[src/rtl/execute_stage_if.sv]
// Execute-stage bus: ID/EX inputs, forwarding selects, the stall output
// and the EX/MEM pipeline register outputs.
interface execute_stage_if #(
    parameter int DATA_W = 16
);
    logic              in_valid;
    logic [3:0]        in_op;
    logic [2:0]        in_rd;
    logic              in_regwrite;
    logic [DATA_W-1:0] rs1_data;
    logic [DATA_W-1:0] rs2_data;
    logic [DATA_W-1:0] imm;
    logic              use_imm;
    logic [1:0]        forward_A;
    logic [1:0]        forward_B;
    logic [DATA_W-1:0] ex_mem_result;
    logic [DATA_W-1:0] mem_wb_result;
    logic              flush;
    logic              stall;
    logic              out_valid;
    logic [2:0]        out_rd;
    logic              out_regwrite;
    logic [DATA_W-1:0] out_result;

    modport master (
        output in_valid, in_op, in_rd, in_regwrite, rs1_data, rs2_data, imm,
               use_imm, forward_A, forward_B, ex_mem_result, mem_wb_result, flush,
        input  stall, out_valid, out_rd, out_regwrite, out_result
    );

    modport slave (
        input  in_valid, in_op, in_rd, in_regwrite, rs1_data, rs2_data, imm,
               use_imm, forward_A, forward_B, ex_mem_result, mem_wb_result, flush,
        output stall, out_valid, out_rd, out_regwrite, out_result
    );
endinterface

[src/rtl/execute_stage.sv]
// EX stage: forwarded operand select, single-cycle ALU, iterative
// shift-add multiplier that stalls upstream, and the EX/MEM register.
module execute_stage #(
    parameter int DATA_W = 16
) (
    input  logic            clk,
    input  logic            rst_n,
    execute_stage_if.slave  bus
);
    localparam int CNT_W = $clog2(DATA_W + 1);

    localparam logic [3:0] OP_ADD = 4'd0;
    localparam logic [3:0] OP_SUB = 4'd1;
    localparam logic [3:0] OP_AND = 4'd2;
    localparam logic [3:0] OP_OR  = 4'd3;
    localparam logic [3:0] OP_XOR = 4'd4;
    localparam logic [3:0] OP_SLL = 4'd5;
    localparam logic [3:0] OP_SRL = 4'd6;
    localparam logic [3:0] OP_SLT = 4'd7;
    localparam logic [3:0] OP_MUL = 4'd8;

    typedef enum logic {IDLE, MUL_BUSY} state_t;

    state_t            state, state_next;
    logic [DATA_W-1:0] op_a, op_b, alu_result;
    logic [DATA_W-1:0] mul_a, mul_b, acc, acc_step;
    logic [CNT_W-1:0]  count;
    logic [2:0]        mul_rd;
    logic              mul_regwrite;
    logic              accept, issue, busy_stall;

    assign accept   = bus.in_valid && !bus.flush;
    assign issue    = (state == IDLE) && accept && (bus.in_op == OP_MUL);
    assign acc_step = mul_b[0] ? (acc + mul_a) : acc;
    assign bus.stall = rst_n && busy_stall;

    // Operand select: forwarding code 11 falls back to the register file.
    always_comb begin
        case (bus.forward_A)
            2'b01:   op_a = bus.mem_wb_result;
            2'b10:   op_a = bus.ex_mem_result;
            default: op_a = bus.rs1_data;
        endcase
        if (bus.use_imm) begin
            op_b = bus.imm;
        end else begin
            case (bus.forward_B)
                2'b01:   op_b = bus.mem_wb_result;
                2'b10:   op_b = bus.ex_mem_result;
                default: op_b = bus.rs2_data;
            endcase
        end
    end

    // Single-cycle ALU; MUL and NOP produce nothing here.
    always_comb begin
        alu_result = '0;
        case (bus.in_op)
            OP_ADD: alu_result = op_a + op_b;
            OP_SUB: alu_result = op_a - op_b;
            OP_AND: alu_result = op_a & op_b;
            OP_OR:  alu_result = op_a | op_b;
            OP_XOR: alu_result = op_a ^ op_b;
            OP_SLL: alu_result = op_a << op_b[3:0];
            OP_SRL: alu_result = op_a >> op_b[3:0];
            OP_SLT: alu_result = {{(DATA_W-1){1'b0}}, ($signed(op_a) < $signed(op_b))};
            default: alu_result = '0;
        endcase
    end

    // State register.
    always_ff @(posedge clk) begin
        if (!rst_n) begin
            state <= IDLE;
        end else begin
            state <= state_next;
        end
    end

    // Next state and stall: stall drops on the final multiply cycle so upstream advances with the product.
    always_comb begin
        state_next = state;
        busy_stall = 1'b0;
        case (state)
            IDLE: begin
                if (issue) begin
                    state_next = MUL_BUSY;
                    busy_stall = 1'b1;
                end
            end
            MUL_BUSY: begin
                if (bus.flush || (count == CNT_W'(1))) begin
                    state_next = IDLE;
                end else begin
                    busy_stall = 1'b1;
                end
            end
            default: state_next = IDLE;
        endcase
    end

    // Multiplier datapath and EX/MEM register; a bubble clears valid/rd/regwrite but keeps the result.
    always_ff @(posedge clk) begin
        if (!rst_n) begin
            bus.out_valid    <= 1'b0;
            bus.out_rd       <= '0;
            bus.out_regwrite <= 1'b0;
            bus.out_result   <= '0;
            mul_a            <= '0;
            mul_b            <= '0;
            acc              <= '0;
            count            <= '0;
            mul_rd           <= '0;
            mul_regwrite     <= 1'b0;
        end else begin
            bus.out_valid    <= 1'b0;
            bus.out_rd       <= '0;
            bus.out_regwrite <= 1'b0;
            if (state == IDLE) begin
                if (issue) begin
                    mul_a        <= op_a;
                    mul_b        <= op_b;
                    acc          <= '0;
                    count        <= CNT_W'(DATA_W);
                    mul_rd       <= bus.in_rd;
                    mul_regwrite <= bus.in_regwrite && (bus.in_rd != 3'd0);
                end else if (accept) begin
                    bus.out_valid    <= 1'b1;
                    bus.out_rd       <= bus.in_rd;
                    bus.out_regwrite <= bus.in_regwrite && (bus.in_rd != 3'd0) && (bus.in_op <= OP_MUL);
                    bus.out_result   <= alu_result;
                end
            end else if (!bus.flush) begin
                acc   <= acc_step;
                mul_a <= mul_a << 1;
                mul_b <= mul_b >> 1;
                count <= count - CNT_W'(1);
                if (count == CNT_W'(1)) begin
                    bus.out_valid    <= 1'b1;
                    bus.out_rd       <= mul_rd;
                    bus.out_regwrite <= mul_regwrite;
                    bus.out_result   <= acc_step;
                end
            end
        end
    end
endmodule

[src/flat_wrapper.sv]
// flat-port wrapper written by rule: the top's interface ports become plain ports
module execute_stage_flat 
#(
    parameter int DATA_W = 16
)
  (clk, rst_n, bus_in_valid, bus_in_op, bus_in_rd, bus_in_regwrite, bus_rs1_data, bus_rs2_data, bus_imm, bus_use_imm, bus_forward_A, bus_forward_B, bus_ex_mem_result, bus_mem_wb_result, bus_flush, bus_stall, bus_out_valid, bus_out_rd, bus_out_regwrite, bus_out_result);
  execute_stage_if #(.DATA_W(DATA_W)) bus_i ();
  input  logic clk;
  input  logic rst_n;
  input wire logic [$bits(bus_i.in_valid)-1:0] bus_in_valid;
  input wire logic [$bits(bus_i.in_op)-1:0] bus_in_op;
  input wire logic [$bits(bus_i.in_rd)-1:0] bus_in_rd;
  input wire logic [$bits(bus_i.in_regwrite)-1:0] bus_in_regwrite;
  input wire logic [$bits(bus_i.rs1_data)-1:0] bus_rs1_data;
  input wire logic [$bits(bus_i.rs2_data)-1:0] bus_rs2_data;
  input wire logic [$bits(bus_i.imm)-1:0] bus_imm;
  input wire logic [$bits(bus_i.use_imm)-1:0] bus_use_imm;
  input wire logic [$bits(bus_i.forward_A)-1:0] bus_forward_A;
  input wire logic [$bits(bus_i.forward_B)-1:0] bus_forward_B;
  input wire logic [$bits(bus_i.ex_mem_result)-1:0] bus_ex_mem_result;
  input wire logic [$bits(bus_i.mem_wb_result)-1:0] bus_mem_wb_result;
  input wire logic [$bits(bus_i.flush)-1:0] bus_flush;
  output wire logic [$bits(bus_i.stall)-1:0] bus_stall;
  output wire logic [$bits(bus_i.out_valid)-1:0] bus_out_valid;
  output wire logic [$bits(bus_i.out_rd)-1:0] bus_out_rd;
  output wire logic [$bits(bus_i.out_regwrite)-1:0] bus_out_regwrite;
  output wire logic [$bits(bus_i.out_result)-1:0] bus_out_result;
  assign bus_i.in_valid = bus_in_valid;
  assign bus_i.in_op = bus_in_op;
  assign bus_i.in_rd = bus_in_rd;
  assign bus_i.in_regwrite = bus_in_regwrite;
  assign bus_i.rs1_data = bus_rs1_data;
  assign bus_i.rs2_data = bus_rs2_data;
  assign bus_i.imm = bus_imm;
  assign bus_i.use_imm = bus_use_imm;
  assign bus_i.forward_A = bus_forward_A;
  assign bus_i.forward_B = bus_forward_B;
  assign bus_i.ex_mem_result = bus_ex_mem_result;
  assign bus_i.mem_wb_result = bus_mem_wb_result;
  assign bus_i.flush = bus_flush;
  assign bus_stall = bus_i.stall;
  assign bus_out_valid = bus_i.out_valid;
  assign bus_out_rd = bus_i.out_rd;
  assign bus_out_regwrite = bus_i.out_regwrite;
  assign bus_out_result = bus_i.out_result;
  execute_stage #(.DATA_W(DATA_W)) u_core (.clk(clk), .rst_n(rst_n), .bus(bus_i));
endmodule
[config.mk]
export PLATFORM = sky130hd
export DESIGN_NAME = execute_stage_flat
export DESIGN_NICKNAME = d
export VERILOG_FILES = /design/src/rtl/execute_stage_if.sv /design/src/rtl/execute_stage.sv /design/src/flat_wrapper.sv
export SDC_FILE = /design/constraint.sdc
export NUM_CORES = 1
export LEC_CHECK = 0
export ABC_AREA = 0
export BUFFER_PORTS_ARGS = -buffer_cell sky130_fd_sc_hd__buf_2
export CAP_MARGIN = 0
export CORE_ASPECT_RATIO = 0.5
export CORE_MARGIN = 2
export CORE_UTILIZATION = 25
export CTS_CLUSTER_SIZE = 8
export DETAILED_ROUTE_END_ITERATION = 6
export PLACE_DENSITY_LB_ADDON = 0.15
export SLEW_MARGIN = 30
export SYNTH_ARGS = -nofsm -noshare
export SYNTH_HDL_FRONTEND = slang
export SYNTH_SLANG_ARGS = --single-unit
[constraint.sdc]
create_clock -name clk -period 12.4 [get_ports clk]
set_input_delay 2.48 -clock clk [delete_from_list [all_inputs] [get_ports clk]]
set_output_delay 2.48 -clock clk [all_outputs]
set_load 0.1 [all_outputs]
==> metrics.csv, run 1 <==
metric;value;unit
crit_arrival;4.61;ns
maxClockFrequency;141;MHz
clockBufferDepth;2;
core_area;34200;um^2
seq_area;1580;um^2
postSynthCellCount;1202;
drc;0;
tns;0;ns
fin_worst_skew;0.00856;ns
status;finished clean;
grt_antenna_before_repair;1;
critical_path_class;input pin to primary output;
die-area;36200;um^2
hold_path_startpoint;u_core.mul_b[5]$_SDFFE_PN0P_;
relSlewSlack;0.296;
hold_slack;0.454;ns
syn2layout_area_growth;15.4;%
final_common_cell;nor2_1;
hold_buffers;0;
syn_avg_cell_area;7.19;um^2
numCtsBuffers;9;
ir_drop;0.0447;mV
setup_violations;0;
grt_pass1_wl;55.4;mm
numPortBuffers;118;
initial_utilization;0.252;
reg2reg_from;u_core.state$_SDFF_PN0_;
final_util;0.291;
via_count;9570;
crit_path_end_kind;primary output;
total_power;993;uW
cts_setup_buffers;0;
die_y;135;um
vias_per_cell;5.55;
yosysUniqueCellTypes;71;
final_antenna_net_count;0;
ios;119;
rsz0062_at_grt;no;
wirelength;37.0;mm
rows;48;
synth_edf_count;0;
drive_above_1_share;0.151;
leakage;0.00402;uW
fill_cells;3763;
insertion_delay;0.34;ns
ys.warnings.count;0;
finalHoldViolCount;0;
track_usage;0.200;
syn_area;8640;um^2
maxCapViolations;0;
period_share;0.572;
drt_iter0_drc;734;
ys_async_sr_fraction;0;
worstSetupStartpointType;input pin;
yosysSeqAreaShare;0.183;
dpl_cell_area;9660;um^2
cts_tree;yes;
synth_seq_cells;79;
final_cell_mix;nor2_1, buf_2, nand2_1;
die_w;267;um
nets;1448;
grt_max_degree;64;
globalplace.congestion;0.924;
cellPowerDensity;99.6;nW/um^2
cts.clk_slew.worst_paths;0.07;ns
synth_ff_type;dfxtp_1;
cts_htree_levels;3;
multi_input_area;6540;um^2
period_needed;7.09;ns
cts.sinks;79;
synth_nets;1381;
diodes;0;
holdCritPathClass;register to register;
startpoint;bus_in_op[3];
maxSlewViolCount;0;
place_hpwl;28.7;mm
cts_root_buf;clkbuf_16;
worst_ep_required_time;9.92;ns
grt-ovfl-total;0;
worst_pin_slew;1.05;ns
grt_pass1_vias;8936;
drtPass1Iterations;6;
design_area;9970;um^2
crit_fanout;12;
ctsResizeCount;0;
wire_per_inst;21.5;um
## logic make-up after synthesis
kind of cell	share of synthesized area
compound gates	0.315
xor+xnor	0.0132
fa+ha+maj	0.121
buf+inv	0.0683
flops	0.183
mux	0.0840
simple gates	0.216
## flip-flops by register name, summed over array words and instances (netlist names)
| name | flops |
|---|---|
| u_core.acc | 16 |
| u_core.bus.out_result | 16 |
| u_core.mul_a | 16 |
| u_core.mul_b | 16 |
| u_core.count | 5 |
| u_core.bus.out_rd | 3 |
| u_core.mul_rd | 3 |
| u_core.bus.out_regwrite | 1 |
| u_core.bus.out_valid | 1 |
| u_core.mul_regwrite | 1 |
| u_core.state | 1 |
## power breakdown
group / internal [uW] / total [uW] / switching (uW)
clock network: 157 / 270 / 114
logic: 151 / 459 / 308
registers: 259 / 263 / 4.03
## metrics by stage
| stage | setup slack, ns | std cells |
|---|---|---|
| floorplan | 5.09 | 1202 |
| finish | 5.31 | 1724 |
| global route | 5.12 | 1724 |
| global placement | 5.34 | 1707 |
| detailed placement | 5.35 | 1707 |
| CTS | 5.33 | 1723 |
## synth_stat cells, types with 26 or more instances
cell / n / area, um^2
mux2i_1: 59 / 591
ha_1: 79 / 988
dfxtp_1: 79 / 1580
a22oi_1: 26 / 195
clkbuf_1: 56 / 210
a21oi_1: 103 / 515
nand2_1: 109 / 409
inv_1: 55 / 206
nor3_1: 46 / 230
o21ai_0: 72 / 360
a211oi_1: 34 / 255
nor2_1: 152 / 571
## routing by layer
metal	wire, um	vias up	track usage
li1	-	4538	-
met5	13	-	0
met3	2060	54	0.0242
met1	17900	4647	0.295
met2	16300	329	0.306
met4	767	2	0.0531
## final cells by class
class	count	area share
tap	450	0.0565
sequential	79	0.159
timing repair buffer	141	0.0769
clock buffer	10	0.0230
multi-input combinational	978	0.656
clock inverter	6	0.00690
inverter	60	0.0226
## critical path, stage by stage
cell	delay (ns)
buf_2	0.33
nor4b_1	0.35
buf_4	0.23
nor2b_1	0.55
a21oi_1	0.11
nor2_1	0.12
buf_2	0.43
## worst paths after layout
| path | endpoint | slack, ns | depth (start not counted) |
|---|---|---|---|
| min | u_core.mul_b[5]$_SDFFE_PN0P_ | 0.45 | 2 |
| min reg2reg | u_core.mul_b[5]$_SDFFE_PN0P_ | 0.45 | 2 |
| max reg2reg | u_core.bus.out_result[11]$_SDFFE_PN0P_ | 9.05 | 10 |
| max | bus_stall | 5.31 | 7 |
Note: power is estimated with default switching activity, not from simulation.
==> run 2: changes to the inputs <==
clock period = 6.4 ns   (was 12.4 ns; I/O delays follow)
==> metrics.csv, run 2 (synthesized netlist as in run 1, its figures left out) <==
metric;value;unit
cts_tree;yes;
initial_utilization;0.252;
wire_per_inst;21.7;um
rsz0062_at_grt;no;
switching_share;0.422;
track_usage;0.204;
grt_pass1_vias;8847;
final_util;0.298;
holdCritPathClass;register to register;
cp_cell_sequence;buf_2 > inv_1 > ha_1 > a22oi_1 > o21ai_1 > inv_1 > ha_1 > fa_1 > nor2b_1 > o31ai_1 > a21oi_1 > o211a_1 > nor3_1 > nand3b_1 > a41oi_1 > o221a_1;
drive_above_1_share;0.165;
p_int;1160;uW
final_cell_mix;nor2_1, buf_2, nand2_1;
core_area;34200;um^2
leakage;0.00418;uW
syn2layout_area_growth;18.2;%
die_w;267;um
critical_path_class;input pin to register;
insertion_delay;0.36;ns
cts_root_buf;clkbuf_16;
crit_arrival;5.68;ns
maxSlewViolCount;0;
grt_max_degree;64;
fin_worst_skew;0.0146;ns
crit_slowest_cell;o21ai_1;
cellPowerDensity;196;nW/um^2
worstSetupStartpointType;input pin;
cts_setup_buffers;0;
period_share;0.839;
slowest_delay;0.71;ns
vias_per_cell;5.47;
clockBufferDepth;2;
period_needed;5.37;ns
grt-ovfl-total;0;
maxCapViolations;0;
worst_pin_slew;0.942;ns
tns;0;ns
numPortBuffers;118;
ir_drop;0.165;mV
final_antenna_net_count;0;
ctsResizeCount;0;
worst_ep_required_time;6.70;ns
drc;0;
place_hpwl;29.5;mm
hold_buffers;0;
grt_antenna_before_repair;3;
cts_htree_levels;3;
crit_path_end_kind;register;
wirelength;37.9;mm
relSlewSlack;0.371;
nets;1470;
numCtsBuffers;9;
final_common_cell;nor2_1;
p_sw;844;uW
die-area;36200;um^2
power_frac_comb;0.454;
globalplace.congestion;0.915;
via_count;9546;
crit_fanout;16;
grt_pass1_wl;55.7;mm
rows;48;
setup_violations;0;
drt_iter0_drc;898;
die_y;135;um
maxClockFrequency;186;MHz
cts.clk_slew.worst_paths;0.07;ns
ios;119;
cts.sinks;79;
p_clk_frac;0.290;
status;finished clean;
finalHoldViolCount;0;
power_frac_seq;0.256;
diodes;0;
drtPass1Iterations;5;
-- run 2: changes by cell type in the layout (fill, tap and decap cells not counted), moves of 2 or more --
cell | before | now
buf_16 | 0 | 2
buf_4 | 22 | 43
clkinvlp_4 | 4 | 0
nor4b_4 | 1 | 3
-- run 2: per-layer routing --
metal,share of wire,track usage,up-vias
met5,0.00037,0,-
met4,0.023,0.0621,2
met3,0.070,0.0434,48
met2,0.43,0.308,324
met1,0.47,0.290,4589
li1,-,-,4583
-- run 2: path summary, 6_finish.rpt --
| kind | startpoint | endpoint | slack, ns | depth (start not counted) |
|---|---|---|---|---|
| max | bus_forward_A[0] | u_core.bus.out_result[12]$_SDFFE_PN0P_ | 1.03 | 16 |
| min | u_core.mul_b[10]$_SDFFE_PN0P_ | u_core.mul_b[10]$_SDFFE_PN0P_ | 0.46 | 2 |
| max reg2reg | u_core.state$_SDFF_PN0_ | u_core.bus.out_result[10]$_SDFFE_PN0P_ | 3.20 | 9 |
| min reg2reg | u_core.mul_b[10]$_SDFFE_PN0P_ | u_core.mul_b[10]$_SDFFE_PN0P_ | 0.46 | 2 |
-- run 2: power groups by stage --
stage / combinational, uW / clock, uW / sequential [uW]
floorplan: 542 / 0 / 570
global placement: 890 / 0 / 523
global route: 976 / 616 / 512
finish: 909 / 580 / 512
CTS: 891 / 596 / 511
detailed placement: 886 / 0 / 523
-- run 2: area by class of cell --
cell class,count,area [um^2]
Fill cell,3763,24000
Inverter,60,225
Timing Repair Buffer,163,968
Clock buffer,10,229
Sequential cell,79,1580
Tap cell,450,563
Clock inverter,6,91.3
Multi-Input combinational cell,978,6560
-- run 2: through the flow --
step | area, um^2 | power, uW | hold slack [ns] | cells | setup WS, ns
2_1_floorplan | 8640 | 1110 | 0.432 | 1202 | 1.49
3_3_place_gp | 9830 | 1410 | 0.440 | 1728 | 0.729
3_5_place_dp | 9890 | 1410 | 0.447 | 1730 | 0.736
4_1_cts | 10200 | 2000 | 0.457 | 1746 | 1.11
5_1_grt | 10200 | 2100 | 0.471 | 1746 | 0.798
6_report | 10200 | 2000 | 0.456 | 1746 | 1.03
-- run 2: critical path: cells and delay by family --
family,cells,cell delay [ns]
AO/OA/AOI/OAI,7,2.23
adder cells (fa/ha/maj),3,1.34
buffers and inverters,3,0.39
AND/OR/NAND/NOR,3,0.43
==> run 3: changes to the inputs <==
clock period = 5 ns   (was 6.4 ns; I/O delays follow)
==> metrics.csv, run 3 (synthesized netlist as in run 1, its figures left out) <==
metric;value;unit
die-area;36200;um^2
ios;119;
final_cells;1761;
maxSlewViolCount;0;
fin_worst_skew;0.00811;ns
place_hpwl;30.7;mm
period_share;0.929;
drc;0;
final_common_cell;nor2_1;
status;finished clean;
wire_per_inst;22.3;um
via_count;9686;
insertion_delay;0.36;ns
multi_input_area;6530;um^2
holdCritPathClass;register to register;
worst_pin_slew;1.10;ns
drive_above_1_share;0.175;
cts.clk_slew.worst_paths;0.07;ns
hold_buffers;0;
clockBufferDepth;2;
period_needed;4.65;ns
die_y;135;um
cts_setup_buffers;0;
drt_iter0_drc;918;
setup_violations;0;
maxClockFrequency;215;MHz
power_frac_seq;0.254;
rows;48;
leakage;0.00422;uW
diodes;0;
cts_root_buf;clkbuf_16;
switching_share;0.435;
dpl_cell_area;9960;um^2
ir_drop;0.126;mV
cts.sinks;79;
grt_pass1_vias;9197;
worst_ep_required_time;5.25;ns
cellPowerDensity;250;nW/um^2
wl_met3;2.31;mm
dpl_worst_slack;0.134;ns
power_frac_comb;0.468;
placed_cells;1745;
globalplace.congestion;0.930;
track_usage;0.213;
rsz0062_at_grt;no;
crit_fanout;16;
nets;1485;
finalHoldViolCount;0;
ctsResizeCount;0;
grt_antenna_before_repair;0;
cts_tree;yes;
die_w;267;um
grt_max_degree;76;
design_area;10300;um^2
critical_path_class;input pin to register;
p_int;1450;uW
tns;0;ns
seq_area;1580;um^2
numCtsBuffers;9;
core_area;34200;um^2
p_sw;1110;uW
fin_ws;0.354;ns
maxCapViolations;0;
top_layer;met4;
fill_cells;3739;
grt_pass1_wl;58.2;mm
total_power;2560;uW
syn2layout_area_growth;18.7;%
cts_htree_levels;3;
final_cell_mix;nor2_1, buf_2, nand2_1;
final_antenna_net_count;0;
wirelength;39.2;mm
grt-ovfl-total;0;
drtPass1Iterations;5;
worstSetupStartpointType;input pin;
p_clk_frac;0.278;
crit_arrival;4.90;ns
initial_utilization;0.252;
relSlewSlack;0.264;
wl_met2;17.5;mm
numPortBuffers;118;
vias_per_cell;5.50;
crit_path_end_kind;register;
drt-met1-wl;18.6;mm
[run 3: changes by cell type in the layout (fill, tap and decap cells not counted)]
| cell | previous run | this run |
|---|---|---|
| nor4b_1 | 3 | 4 |
| buf_4 | 43 | 59 |
| clkinvlp_4 | 0 | 2 |
| clkinv_4 | 1 | 0 |
| nor4b_4 | 3 | 1 |
| buf_16 | 2 | 1 |
| nor4_2 | 0 | 1 |
| bufinv_16 | 2 | 1 |
| inv_8 | 0 | 1 |
| clkbuf_1 | 1 | 0 |
| nor4b_2 | 1 | 2 |
| nor4_4 | 1 | 0 |
[run 3: power groups by stage]
stage               clock [uW]  sequential, uW  combinational [uW]
floorplan                    0             730                 694
global route               748             653                1280
finish                     713             652                1200
CTS                        728             652                1180
detailed placement           0             667                1170
global placement             0             667                1170
[run 3: layout make-up]
type,instances,share of cell area
clock inverter,7,0.00768
timing repair buffer,178,0.103
multi-input combinational,978,0.636
sequential,79,0.154
inverter,60,0.0219
clock buffer,9,0.0219
tap,450,0.0549
[run 3: through the flow]
step,hold WS (ns),utilization
2_1_floorplan,0.432,-
4_1_cts,0.452,0.300
6_report,0.454,0.300
5_1_grt,0.470,0.300
3_5_place_dp,0.445,0.291
3_3_place_gp,0.438,0.290
[run 3: worst paths after layout]
check | start | to | slack [ns] | cells past startpoint
worst max-delay path | bus_forward_A[0] | u_core.bus.out_result[10]$_SDFFE_PN0P_ | 0.35 | 14
worst min-delay path | u_core.mul_b[5]$_SDFFE_PN0P_ | u_core.mul_b[5]$_SDFFE_PN0P_ | 0.45 | 2
worst max register to register | u_core.count[0]$_SDFFE_PN0P_ | u_core.bus.out_result[10]$_SDFFE_PN0P_ | 1.79 | 10
worst min register to register | u_core.mul_b[5]$_SDFFE_PN0P_ | u_core.mul_b[5]$_SDFFE_PN0P_ | 0.45 | 2
[run 3: critical path: stages]
cell and delay (ns):
buf_2 0.11, inv_1 0.05, ha_1 0.56, a22oi_1 0.19, o21ai_1 0.44, ha_1 0.40, nand2b_1 0.21, a2111o_1 0.43
nand3_1 0.17, a311oi_1 0.16, o21a_1 0.22, o31ai_1 0.53, a21oi_1 0.18, o221a_1 0.24
[run 3: routing by layer]
metal	vias to the layer above	GRT usage
met5	-	0
met4	0	0.0577
met3	39	0.0233
met2	296	0.335
met1	4738	0.308
li1	4613	-
